### config.mk
export PLATFORM = sky130hd
export DESIGN_NAME = alarm_ctrl
export DESIGN_NICKNAME = d
export VERILOG_FILES = /design/src/rtl/alarm_ctrl.sv
export SDC_FILE = /design/constraint.sdc
export NUM_CORES = 1
export LEC_CHECK = 0
export CAP_MARGIN = 10
export CORE_AREA = 2 2 73 82
export DETAILED_ROUTE_END_ITERATION = 6
export DIE_AREA = 0 0 75 84
export GPL_TIMING_DRIVEN = 0
export PLACE_DENSITY_LB_ADDON = 0.2
export SETUP_SLACK_MARGIN = 0.05
export SLEW_MARGIN = 0
export SYNTH_ARGS = -nofsm -noshare
export SYNTH_HDL_FRONTEND = slang
export SYNTH_SLANG_ARGS = --single-unit
### constraint.sdc
create_clock -name Clk_1sec -period 2.73 [get_ports Clk_1sec]
set_input_delay 0.546 -clock Clk_1sec [delete_from_list [all_inputs] [get_ports Clk_1sec]]
set_output_delay 0.546 -clock Clk_1sec [all_outputs]
set_load 0.02 [all_outputs]
### src/rtl/alarm_ctrl.sv
// Alarm stage behind the 1 Hz time counter: alarm time storage,
// match trigger, and a ring/snooze/stop state machine.
//
// Ports:
//   Clk_1sec, reset          1 Hz clock, synchronous active-high reset
//   hours/minutes/seconds    running time from the counter
//   alarm_enable             level; 0 blocks triggering and forces IDLE
//   set_alarm + set_alarm_*  load strobe and alarm time to load
//   snooze_btn, stop_btn     synchronised button levels
//   alarm_hours/minutes      stored alarm time
//   ring, snoozing           registered decode of RINGING / SNOOZE
//   snooze_count             snoozes used in the current event
module alarm_ctrl #(
    parameter int RING_SECS   = 60,
    parameter int SNOOZE_MINS = 5,
    parameter int MAX_SNOOZES = 3
) (
    input  logic       Clk_1sec,
    input  logic       reset,
    input  logic [5:0] hours,
    input  logic [6:0] minutes,
    input  logic [6:0] seconds,
    input  logic       alarm_enable,
    input  logic       set_alarm,
    input  logic [5:0] set_alarm_hours,
    input  logic [6:0] set_alarm_minutes,
    input  logic       snooze_btn,
    input  logic       stop_btn,
    output logic [5:0] alarm_hours,
    output logic [6:0] alarm_minutes,
    output logic       ring,
    output logic       snoozing,
    output logic [1:0] snooze_count
);

    typedef enum logic [1:0] {
        S_IDLE,
        S_RINGING,
        S_SNOOZE
    } state_t;

    localparam logic [7:0] LP_LAST = 8'(RING_SECS - 1);
    localparam logic [1:0] LP_MAX  = 2'(MAX_SNOOZES);
    localparam logic [6:0] LP_SNZ  = 7'(SNOOZE_MINS);

    state_t     r_state;
    state_t     w_next;
    logic [7:0] r_timer;
    logic [7:0] w_timer_nxt;
    logic [1:0] r_cnt;
    logic [1:0] w_cnt_nxt;
    logic [5:0] r_alarm_h;
    logic [6:0] r_alarm_m;
    logic [5:0] r_wake_h;
    logic [6:0] r_wake_m;
    logic [6:0] r_wake_s;
    logic [5:0] w_wake_h_nxt;
    logic [6:0] w_wake_m_nxt;
    logic [6:0] w_wake_s_nxt;
    logic       r_ring;
    logic       r_snoozing;

    logic       w_alarm_hit;
    logic       w_wake_hit;
    logic       w_load_ok;
    logic [6:0] w_sum_m;
    logic [5:0] w_snz_h;
    logic [6:0] w_snz_m;

    assign w_alarm_hit = alarm_enable
                      && (hours == r_alarm_h)
                      && (minutes == r_alarm_m)
                      && (seconds == 7'd0);

    assign w_wake_hit = (hours == r_wake_h)
                     && (minutes == r_wake_m)
                     && (seconds == r_wake_s);

    assign w_load_ok = set_alarm
                    && (set_alarm_hours <= 6'd23)
                    && (set_alarm_minutes <= 7'd59);

    // Wake target: add the snooze interval, carrying into the hour
    // and wrapping midnight.
    always_comb begin
        w_sum_m = minutes + LP_SNZ;
        w_snz_m = w_sum_m;
        w_snz_h = hours;
        if (w_sum_m >= 7'd60) begin
            w_snz_m = w_sum_m - 7'd60;
            w_snz_h = (hours == 6'd23) ? 6'd0 : hours + 6'd1;
        end
    end

    always_comb begin
        w_next       = r_state;
        w_timer_nxt  = r_timer;
        w_cnt_nxt    = r_cnt;
        w_wake_h_nxt = r_wake_h;
        w_wake_m_nxt = r_wake_m;
        w_wake_s_nxt = r_wake_s;
        unique case (r_state)
            S_IDLE: begin
                if (w_alarm_hit) begin
                    w_next      = S_RINGING;
                    w_timer_nxt = 8'd0;
                end
            end
            S_RINGING: begin
                if (!alarm_enable || stop_btn) begin
                    w_next = S_IDLE;
                end else if (snooze_btn && (r_cnt < LP_MAX)) begin
                    w_next       = S_SNOOZE;
                    w_wake_h_nxt = w_snz_h;
                    w_wake_m_nxt = w_snz_m;
                    w_wake_s_nxt = seconds;
                    w_cnt_nxt    = r_cnt + 2'd1;
                end else if (r_timer == LP_LAST) begin
                    w_next = S_IDLE;
                end else begin
                    w_timer_nxt = r_timer + 8'd1;
                end
            end
            S_SNOOZE: begin
                if (!alarm_enable || stop_btn) begin
                    w_next = S_IDLE;
                end else if (w_wake_hit) begin
                    w_next      = S_RINGING;
                    w_timer_nxt = 8'd0;
                end
            end
            default: begin
                w_next = S_IDLE;
            end
        endcase
        // The count belongs to one alarm event; IDLE ends the event.
        if (w_next == S_IDLE) begin
            w_cnt_nxt = 2'd0;
        end
    end

    always_ff @(posedge Clk_1sec) begin
        if (reset) begin
            r_state    <= S_IDLE;
            r_timer    <= 8'd0;
            r_cnt      <= 2'd0;
            r_alarm_h  <= 6'd0;
            r_alarm_m  <= 7'd0;
            r_wake_h   <= 6'd0;
            r_wake_m   <= 7'd0;
            r_wake_s   <= 7'd0;
            r_ring     <= 1'b0;
            r_snoozing <= 1'b0;
        end else begin
            r_state    <= w_next;
            r_timer    <= w_timer_nxt;
            r_cnt      <= w_cnt_nxt;
            r_wake_h   <= w_wake_h_nxt;
            r_wake_m   <= w_wake_m_nxt;
            r_wake_s   <= w_wake_s_nxt;
            r_ring     <= (w_next == S_RINGING);
            r_snoozing <= (w_next == S_SNOOZE);
            if (w_load_ok) begin
                r_alarm_h <= set_alarm_hours;
                r_alarm_m <= set_alarm_minutes;
            end
        end
    end

    assign alarm_hours   = r_alarm_h;
    assign alarm_minutes = r_alarm_m;
    assign ring          = r_ring;
    assign snoozing      = r_snoozing;
    assign snooze_count  = r_cnt;

endmodule

# Word level (Yosys, flattened, before mapping)
# Cells that the tools add are included.
[word_totals]
register_bits = 47
in_bits = 39
out_inout_bits = 17
word_cells = 71
[classes]
addsub = 5
magnitude_cmp = 4
eq_ne = 17
n_mux = 17
bitwise = 1
n_reduce_logical = 17
[ops]
columns = ["op", "count"]
rows = [
  ["$mux 8", 6],
  ["$pmux 8 s3", 1],
  ["$eq 7x7->1", 3],
  ["$eq 6x6->1", 2],
  ["$mux 2", 6],
  ["$mux 6", 2],
  ["$ne 2x2->1 const B", 6],
  ["$add 8x1->8 const B", 1],
  ["$eq 8x6->1 const B", 1],
  ["$logic_and 1x1->1", 8],
  ["$add 7x3->7 const B", 1],
  ["$ge 7x6->1 const B", 1],
  ["$le 7x6->1 const B", 1],
  ["$logic_not 7->1", 1],
  ["$mux 7", 1],
  ["$reduce_and 7->1", 1],
  ["$sub 7x6->7 const B", 1],
  ["$add 6x1->6 const B", 1],
  ["$eq 6x5->1 const B", 1],
  ["$le 6x5->1 const B", 1],
  ["$pmux 2 s3", 1],
  ["$eq 2x1->1 const B", 2],
  ["$eq 2x2->1 const B", 2],
  ["$logic_not 2->1", 2],
  ["other kinds (8)", 8],
]

# Depth between registers and ports, before layout
[depth]
depth_word = 8
mapped_depth = 10
ltp_nobuf = 8

# Worst setup path before layout
# Ideal clock, no wire load.
[synth_path]
kind = "input -> register"
from = "input port minutes[0]"
to = "register r_wake_h[5]"
setup_time_ns = 0.074
t_arrival_ns = 2.249
required_ns = 2.656
slack_ns = 0.407
cell_stages = 9
n_path_buf = 1
path_cell_list = "ha_1 > buf_6 > xnor2_1 > ha_1 > a41oi_1 > o21ai_2 > nand2_2 > or4_1 > a31oi_1"
[synth_between]
elab_chain_len = 3
[synth_lines]
columns = ["element", "line", "source"]
rows = [
  ["start, declared", "21", "input logic [6:0] minutes,"],
  ["$add 7x3->7", "86", "w_sum_m = minutes + LP_SNZ;"],
  ["$ge 7x6->1", "89", "if (w_sum_m >= 7'd60) begin"],
  ["$mux 6", "89", ""],
  ["end signal, assigned", "158", "r_wake_h <= w_wake_h_nxt;"],
  ["end, declared", "54", "logic [5:0] r_wake_h;"],
]
# No other way between the ends.
# A chain may end at the register's enable or synchronous reset.

# Worst setup path after layout
# Same ends and word-level chain as after synthesis.

==> results.sh <==
export IMPL_status="finished, final reports clean"
export IMPL_overflow=0
export IMPL_cts_buffer_depth=2
export IMPL_hold_viol_final=0
export IMPL_diodes=0
export IMPL_drive_gt1_share_pct=10.1
export IMPL_cp_arrival_ns=2.81
export IMPL_nNetsFinal=421
export IMPL_area_delta_synth_final_pct=27.1
export IMPL_setup_tns_ns=0
export IMPL_skew_ns=0.0107
export IMPL_die_w_um=75
export IMPL_cts_tree="done"
export IMPL_post_dp_hpwl_mm=4.94
export IMPL_syn_nets=361
export IMPL_worstMarginPinSlew_ns=0.603
export IMPL_hold_slack_ns=0.468
export IMPL_gp_congestion=0.863
export IMPL_synth_most_common_cell="dfxtp_1"
export IMPL_postCtsHoldBufs=0
export IMPL_yosys_area_top_type_share_pct=34.9
export IMPL_synthCells=317
export IMPL_wl_per_cell_um=14.4
export IMPL_synth_seq_cells=47
export IMPL_dieArea_mm2=0.00630
export IMPL_p_int_mw=0.990
export IMPL_pwr_share_seq_pct=51.4
export IMPL_critPathSlowestCell="or4_1"
export IMPL_powerDensity_mw_per_mm2=395
export IMPL_end_kind="flip-flop"
export IMPL_drv_cap=0
export IMPL_ios=56
export IMPL_cp_cell_sequence="clkdlybuf4s50_1 > buf_4 > a21oi_2 > xnor2_1 > ha_2 > a41oi_1 > o21ai_2 > nand2_2 > or4_1 > a31oi_1"
export IMPL_r2r_slack_ns=0.53
export IMPL_drc=0
export IMPL_rows=29
export IMPL_path_class="input port to flip-flop"
export IMPL_min_path_cells=2
export IMPL_hp_start="r_wake_m[4]"
export IMPL_drv_slew=0
export IMPL_synthFlopType="dfxtp_1"
export IMPL_wl_mm=6.55
export IMPL_p_comb_share_pct=17.5
export IMPL_synthTopCellsByArea="dfxtp_1 (35%), xnor2_1 (9.1%), mux2i_1 (5.2%)"
export IMPL_p_leak_nw=1.25
export IMPL_switchingPower_mw=0.361
export IMPL_r2r_start="snooze_count[0]"
export IMPL_htreeDepth=2
export IMPL_cp_required_ns=2.97
export IMPL_first_pass_iters=4
export IMPL_critical_path_top_delay_family="buffers and inverters"
export IMPL_synth_cell_types=50
export IMPL_vias_per_cell=5.51
export IMPL_peakVddDrop_mv=0.209
export IMPL_grt_start_max_net_pins=15
export IMPL_synth_common_cells="dfxtp_1 (47), nand2_1 (31), nor2_1 (28), xnor2_1 (28), nand3_1 (15)"
export IMPL_grt_pass1_vias=2447
export IMPL_antenna_found_initial=0
export IMPL_path_clk_slew_ns=0.09
export IMPL_cp_slowest_stage_delay_ns=0.50
export IMPL_reg2reg_to="r_wake_m[1]"
export IMPL_synthArstFlopShare_pct=0
export IMPL_rsz0062_at_grt="false"
export IMPL_cts_sinks=47
export IMPL_finalCriticalPeriod_ns=2.58
export IMPL_initial_core_util_pct=48.5
export IMPL_setup_viol=0
export IMPL_slew_headroom_pct=59.8
export IMPL_start_kind="input port"
export IMPL_yosysSeqAreaShare_pct=34.9
export IMPL_clockRootBuffer="clkbuf_8"
export IMPL_yosysWarnings=0
export IMPL_numCtsBuffers=5
export IMPL_clockPowerShare_pct=31.1
export IMPL_fin_cells=455
export IMPL_hold_end="r_wake_m[4]"
export IMPL_design_core_area_mm2=0.00555
export IMPL_avgSynthCellArea_um2=8.49
export IMPL_dp_cells=444
export IMPL_worstRegToRegCells=7
export IMPL_drt_initial_drc_count=100
export IMPL_die_h_um=84
export IMPL_portBuffers=50
export IMPL_synth_largest_area_cell="dfxtp_1"
export IMPL_grt_usage_pct=22.3
export IMPL_fmax_mhz=388
export IMPL_ant_nets=0
export IMPL_critPathBufInv=2
export IMPL_synth_area_mm2=0.00269
export IMPL_switching_share_pct=26.7
export IMPL_post_route_period_util_pct=94.3
export IMPL_synth_edf_count=0
export IMPL_via_count=2508
export IMPL_clkLatencyLatePin_ns=0.30
export IMPL_grt_pass1_wl_mm=11.1
export IMPL_finalPower_mw=1.35
export IMPL_crit_fanout=7
export IMPL_min_path_type="flip-flop to flip-flop"
==> per-layer routing <==
layer / part of all wire (%) / vias up / wire (um) / global-route usage [%]
met5: 0 / - / 0 / 0
met4: 0.70 / 0 / 46 / 6.01
met3: 4.7 / 4 / 309 / 4.47
met2: 51 / 70 / 3310 / 38.0
met1: 44 / 1175 / 2880 / 27.9
li1: - / 1259 / - / -
==> worst max path at each step <==
stage | from | endpoint | cells after the start
final | minutes[0] | r_wake_h[5] | 10
after CTS | minutes[0] | r_wake_h[5] | 10
after global routing | minutes[0] | r_wake_h[4] | 11
after global placement | minutes[1] | r_wake_h[5] | 10
after detailed placement | minutes[1] | r_wake_h[5] | 10
after floorplan | minutes[0] | r_wake_h[5] | 9
==> through the flow <==
| stage | util (%) | setup slack (ns) | instance area [um2] |
|---|---|---|---|
| 3_5_place_dp | 59.3 | -0.536 | 3290 |
| 2_1_floorplan | - | 0.407 | 2690 |
| 6_report | 61.7 | 0.155 | 3420 |
| 5_1_grt | 61.7 | 0.0378 | 3420 |
| 4_1_cts | 60.9 | 0.0920 | 3380 |
| 3_3_place_gp | 59.3 | -0.517 | 3290 |
==> power by group through the flow <==
| stage | clock network (mW) | registers (mW) | logic (mW) |
|---|---|---|---|
| 2_1_floorplan | 0 | 0.715 | 0.121 |
| 3_3_place_gp | 0 | 0.710 | 0.221 |
| 3_5_place_dp | 0 | 0.710 | 0.223 |
| 4_1_cts | 0.428 | 0.694 | 0.226 |
| 5_1_grt | 0.457 | 0.695 | 0.259 |
| 6_report | 0.420 | 0.694 | 0.236 |
==> worst min-delay path, cell delays in order (launching register included) <==
cell and delay, ns:
dfxtp_1 0.33, nand2_1 0.05, a21oi_1 0.05
==> sequential cells by signal (all words and copies together), names as in the netlist <==
register       count
alarm_hours        6
alarm_minutes      7
r_state            2
r_timer            8
r_wake_h           6
r_wake_m           7
r_wake_s           7
ring               1
snooze_count       2
snoozing           1
==> cell usage in the layout, fill, tap and decap left out, types with 12 or more instances in the layout <==
master           netlist  routed
clkbuf_1              11      12
clkdlybuf4s50_1        0      49
dfxtp_1               47      47
mux2i_1               14      14
nand2_1               31      31
nand3_1               15      15
nor2_1                28      28
o21ai_0               12      12
xnor2_1               28      27
==> what timing repair did <==
item,4_1_cts,5_1_grt
endpoints found under the setup margin,8,6
hold endpoints to repair,0,0
buffers inserted,0,3
cloned,0,0
resized for setup,3,4
pin swaps,0,2
==> final cells by class <==
class | instances | area [um2]
multi-input cells | 243 | 1640
clock buffers | 6 | 72.6
flip-flops and latches | 47 | 941
clock inverters | 2 | 12.5
well taps | 77 | 96.3
inverters | 6 | 22.5
plain buffers | 21 | 120
fillers | 512 | 2130
repair buffers | 53 | 522
==> cell families (layout without fill, tap and decap cells) <==
family	count (synthesis)	count (layout)	synth area share, %
xor gates and xnor gates	39	39	13.0
DFF	47	47	34.9
muxes	15	15	5.62
adders and majority gates	5	5	2.32
buffers and inverters	27	88	5.20
and+or+nand+nor	120	120	22.8
AOI/OAI and AO/OA	64	64	16.2
No activity file was read; power rests on OpenSTA's default activity.
